File: src/rtl/pfb_mac_drain.sv
// rtl/pfb_mac_drain.sv - PFB MAC cascade drain: valid tracking, round/saturate, channel tag, FWFT output FIFO
// Drives the shared cascade ce as backpressure so results are never dropped.
module pfb_mac_drain #(
  parameter int PIPE_LAT   = 19,
  parameter int IN_W       = 48,
  parameter int OUT_W      = 16,
  parameter int FRAC_SHIFT = 15,
  parameter int NUM_CHAN   = 64,
  parameter int FIFO_DEPTH = 8,
  localparam int CHAN_W    = $clog2(NUM_CHAN)
) (
  input  logic              clk,
  input  logic              rst_n,
  input  logic              s_valid,
  output logic              ce,
  input  logic [IN_W-1:0]   p_in,
  output logic [OUT_W-1:0]  m_data,
  output logic [CHAN_W-1:0] m_chan,
  output logic              m_last,
  output logic              m_valid,
  input  logic              m_ready,
  output logic [15:0]       sat_cnt,
  input  logic              sat_clr
);

  localparam int PTR_W = $clog2(FIFO_DEPTH);
  localparam int CNT_W = PTR_W + 1;
  localparam int SUM_W = IN_W + 1;

  localparam logic signed [SUM_W-1:0] RND     = SUM_W'(64'd1 << (FRAC_SHIFT - 1));
  localparam logic signed [SUM_W-1:0] SAT_MAX = SUM_W'((64'd1 << (OUT_W - 1)) - 64'd1);
  localparam logic signed [SUM_W-1:0] SAT_MIN = ~SAT_MAX;

  logic                run;
  logic [PIPE_LAT-1:0] vld_sr;
  logic [CNT_W-1:0]    fifo_count;
  logic [PTR_W-1:0]    wr_ptr;
  logic [PTR_W-1:0]    rd_ptr;
  logic [CHAN_W-1:0]   chan_cnt;

  logic [OUT_W-1:0]    mem_data [FIFO_DEPTH];
  logic [CHAN_W-1:0]   mem_chan [FIFO_DEPTH];

  logic                fifo_empty;
  logic                push;
  logic                pop;

  logic signed [SUM_W-1:0] p_ext;
  logic signed [SUM_W-1:0] p_sum;
  logic signed [SUM_W-1:0] p_shr;
  logic [OUT_W-1:0]        res;
  logic                    sat;

  // ce depends only on registers so the cascade enable has no path from m_ready or p_in
  assign ce         = run && (fifo_count != CNT_W'(FIFO_DEPTH));
  assign fifo_empty = (fifo_count == '0);
  assign push       = ce && vld_sr[PIPE_LAT-1];
  assign pop        = m_valid && m_ready;

  // Round half-up at one extra bit of headroom, then clamp to the signed output range
  assign p_ext = {p_in[IN_W-1], p_in};
  assign p_sum = p_ext + RND;
  assign p_shr = p_sum >>> FRAC_SHIFT;

  always_comb begin
    res = p_shr[OUT_W-1:0];
    sat = 1'b0;
    if (p_shr > SAT_MAX) begin
      res = SAT_MAX[OUT_W-1:0];
      sat = 1'b1;
    end else if (p_shr < SAT_MIN) begin
      res = SAT_MIN[OUT_W-1:0];
      sat = 1'b1;
    end
  end

  always_ff @(posedge clk or negedge rst_n) begin
    if (!rst_n) begin
      run    <= 1'b0;
      vld_sr <= '0;
    end else begin
      run <= 1'b1;
      if (ce) begin
        vld_sr <= {vld_sr[PIPE_LAT-2:0], s_valid};
      end
    end
  end

  always_ff @(posedge clk or negedge rst_n) begin
    if (!rst_n) begin
      fifo_count <= '0;
      wr_ptr     <= '0;
      rd_ptr     <= '0;
      chan_cnt   <= '0;
    end else begin
      if (push) begin
        wr_ptr   <= wr_ptr + 1'b1;
        chan_cnt <= chan_cnt + 1'b1;
      end
      if (pop) begin
        rd_ptr <= rd_ptr + 1'b1;
      end
      case ({push, pop})
        2'b10:   fifo_count <= fifo_count + 1'b1;
        2'b01:   fifo_count <= fifo_count - 1'b1;
        default: fifo_count <= fifo_count;
      endcase
    end
  end

  // Storage needs no reset: the head is masked to zero whenever the FIFO is empty
  always_ff @(posedge clk) begin
    if (push) begin
      mem_data[wr_ptr] <= res;
      mem_chan[wr_ptr] <= chan_cnt;
    end
  end

  always_ff @(posedge clk or negedge rst_n) begin
    if (!rst_n) begin
      sat_cnt <= '0;
    end else if (sat_clr) begin
      sat_cnt <= '0;
    end else if (push && sat && (sat_cnt != 16'hFFFF)) begin
      sat_cnt <= sat_cnt + 16'd1;
    end
  end

  assign m_valid = !fifo_empty;
  assign m_data  = fifo_empty ? '0 : mem_data[rd_ptr];
  assign m_chan  = fifo_empty ? '0 : mem_chan[rd_ptr];
  assign m_last  = !fifo_empty && (mem_chan[rd_ptr] == CHAN_W'(NUM_CHAN - 1));

endmodule

File: config.mk
export PLATFORM = sky130hd
export DESIGN_NAME = pfb_mac_drain
export DESIGN_NICKNAME = d
export VERILOG_FILES = /design/src/rtl/pfb_mac_drain.sv
export SDC_FILE = /design/constraint.sdc
export NUM_CORES = 1
export LEC_CHECK = 0
export CORE_MARGIN = 1
export CORE_UTILIZATION = 30
export CTS_CLUSTER_SIZE = 14
export DETAILED_ROUTE_END_ITERATION = 8
export PLACE_DENSITY = 0.59
export SETUP_SLACK_MARGIN = 0.3
export SLEW_MARGIN = 20
export SYNTH_ARGS = -nofsm -noshare
export SYNTH_HDL_FRONTEND = slang
export SYNTH_SLANG_ARGS = --single-unit
File: constraint.sdc
create_clock -name clk -period 5 [get_ports clk]
set_clock_uncertainty 0.15 [all_clocks]
set_input_delay 1 -clock clk [delete_from_list [all_inputs] [get_ports clk]]
set_output_delay 1 -clock clk [all_outputs]
set_load 0.005 [all_outputs]
==> metrics.txt <==
outcome=completed; crit share post-route=86.0%; Tightest Hold Check Type=in2async; Netlist cell types=56; Core Rows=66; Top Metal Used=met4; EDFF count, synth=176; Die ar.=0.0345 mm2; first-pass GRT wire length=34300 um; Clock Tree Buf Depth=3; Register Area=0.00659 mm2; Clock transition at path regs=60 ps; initial antenna violation count=0; internal power=4.32 mW; Ant. Diodes=0; PostCTS Resize Cnt=0; count leader, synth=edfxtp_1; cell area after synthesis=0.0101 mm2; layout cells sized above 1=22.5%; CTS tree=built; final-report hold violation count=0; Lkg Pwr=4.31 nW; multi-input combinational cell area=0.00340 mm2; YS warnings=0; logic gate share of total power=29.0%; ys flop type=edfxtp_1; maxcap violations=0; Clock Sink Count=228; Layout area overhead=24.3%; critical path endpoint category=flip-flop; vias in the first global route=6038; critical path class=in2reg; htree depth=1; met3 wire length=774 um; VDD IR-drop max=0.000221 V; global route overflow=0; Chip Width=186 um; All-Layer GR Usage=13.0%; Net Count, Synth=724; DR iter-0 viols=303; Routed Antenna Nets=0; Metal-1 WL=10100 um; Final min period=4300 ps; Pwr per Cell Area=486 mW/mm2; Commonest cells post-synth=176 x edfxtp_1, 52 x dfrtp_1, 44 x mux4_2, 44 x nor2_1, 31 x nand2_1; final slew viol count=0; Tot Pwr=6.12 mW; setup TNS=0 ps; Avg Synthesized Cell Area=15.3 um2; Seq pwr share=41.6%; DR DRC count=0; Worst Path Arrival=4560 ps; Max transition margin=33.7%; Setup Buffers After CTS=0; top cell type's share of synthesized area=52.2%; Met2 Wirelength=10700 um; synthesis-stage register bit count=228; Worst-Margin Slew=994 ps; Starting Density=30.8%; cts bufs inserted=26; most area-hungry cell type in the Yosys netlist=edfxtp_1; clk_lat worst skew=530 ps; RSZ-0062 raised after global routing=no; Vias per Instance=4.81; drt wl/cell=17.7 um; # fillers=3137; crit-path max FO=27; Clock Tree Root=clkbuf_16; port bufs=79; worst path required time=5260 ps; Net Switching=1.79 mW; Syn Inst Count=662; fin nets=847; Die H=186 um; DR pass1 iterations=4; Via Count=5992; clock power share=29.4%; switch share=29.4%; register area share after synthesis=65.1%; Startpoint Class=primary input; CTS Hold Bufs=0; I/O pin cnt=94; synth top area cells=edfxtp_1 52%, dfrtp_1 13%, mux4_2 9.8%, mux2i_1 2.5%, mux2_2 2.2%; maximum clock frequency=233 MHz; pin count of the biggest net entering global routing=38; DRT Wirelength=22000 um; Final Setup Violations=0; Async S/R FF share, synth=22.8%; core area=0.0329 mm2; Post-DP HPWL=14200 um; RePlAce Congestion=0.785
[layout make-up]
| cell class | count | share of cell area (%) |
|---|---|---|
| inverters | 9 | 0.269 |
| repair buffers | 130 | 9.39 |
| well taps | 442 | 4.40 |
| multi-input cells | 390 | 27.0 |
| clock buffers | 27 | 5.20 |
| flip-flops and latches | 228 | 52.4 |
| clock inverters | 21 | 1.32 |
[power by group through the flow]
stage	registers [mW]	logic, mW	clock network, mW
after floorplan	2.43	1.17	0
after global placement	2.58	1.80	0
after detailed placement	2.59	1.82	0
after CTS	2.55	1.83	1.85
after global routing	2.58	1.95	1.92
final	2.54	1.78	1.80
[metal layers]
| metal | vias to the layer above | track usage, % |
|---|---|---|
| met2 | 114 | 21.7 |
| met5 | - | 0 |
| li1 | 2832 | - |
| met1 | 3013 | 17.5 |
| met4 | 0 | 3.54 |
| met3 | 33 | 2.00 |
[final timing paths]
path / start / endpoint / slack [ps] / depth (start not counted)
min in group clk: vld_sr[11]$_DFFE_PN0P_ / vld_sr[12]$_DFFE_PN0P_ / 350 / 1
max in group asynchronous: rst_n / rd_ptr[0]$_DFFE_PN0P_ / 3610 / 2
min reg2reg: vld_sr[11]$_DFFE_PN0P_ / vld_sr[12]$_DFFE_PN0P_ / 350 / 1
min: rst_n / sat_cnt[15]$_DFFE_PN0P_ / 290 / 1
max: p_in[14] / sat_cnt[15]$_DFFE_PN0P_ / 700 / 14
max reg2reg: fifo_count[0]$_DFFE_PN0P_ / mem_data[1][8]$_DFFE_PP_ / 1750 / 7
[stage by stage]
stage | hold WS [ps] | setup slack [ps] | cells | util, % | instance area [um2]
after global placement | 333 | 155 | 1199 | 35.8 | 11800
after CTS | 295 | 695 | 1247 | 38.3 | 12600
after global routing | 315 | 483 | 1247 | 38.3 | 12600
final | 286 | 702 | 1247 | 38.3 | 12600
after detailed placement | 340 | 154 | 1199 | 35.8 | 11800
after floorplan | 308 | 1030 | 662 | - | 10100
[registers in the layout (all words and copies together), names as in the netlist]
| register | cells |
|---|---|
| wr_ptr | 3 |
| rd_ptr | 3 |
| sat_cnt | 16 |
| fifo_count | 4 |
| mem_chan | 48 |
| mem_data | 128 |
| vld_sr | 19 |
| chan_cnt | 6 |
| run | 1 |
[layout by cell type (no fill, tap or decap), types with 14 or more instances in the layout]
cell type | Yosys | routed
nor2_1 | 44 | 41
mux4_2 | 44 | 44
clkdlybuf4s50_1 | 0 | 78
or3_1 | 14 | 14
clkbuf_16 | 0 | 26
xnor2_1 | 17 | 17
buf_4 | 0 | 50
nand4_1 | 15 | 15
a21oi_1 | 15 | 15
dfrtp_1 | 52 | 50
nand3_1 | 19 | 19
xor2_1 | 17 | 17
mux2i_1 | 25 | 25
o21ai_0 | 30 | 30
mux2_2 | 20 | 20
edfxtp_1 | 176 | 176
nand2_1 | 31 | 31
[critical path, cell delays in order]
cell and delay, ps:
clkdlybuf4s50_1 540, ha_1 220, nand3_1 190, buf_4 230
nor4_1 320, buf_4 250, nor2_1 80, o311ai_0 290
nand3_1 110, and4_1 240, or3_1 400, buf_12 180
nor3_1 170, mux2_1 340
[cells by family (layout without fill, tap and decap cells)]
kind of cell / count (synthesis) / after routing / synth area share (%)
flops: 228 / 228 / 65.1
xor+xnor: 34 / 34 / 2.94
mux: 92 / 92 / 14.8
compound gates: 65 / 65 / 3.75
buf+inv: 44 / 187 / 1.87
other cells: 1 / 1 / 0.0371
simple gates: 189 / 189 / 10.3
fa+ha+maj: 9 / 9 / 1.19
Note: power is estimated with default switching activity, not from simulation.
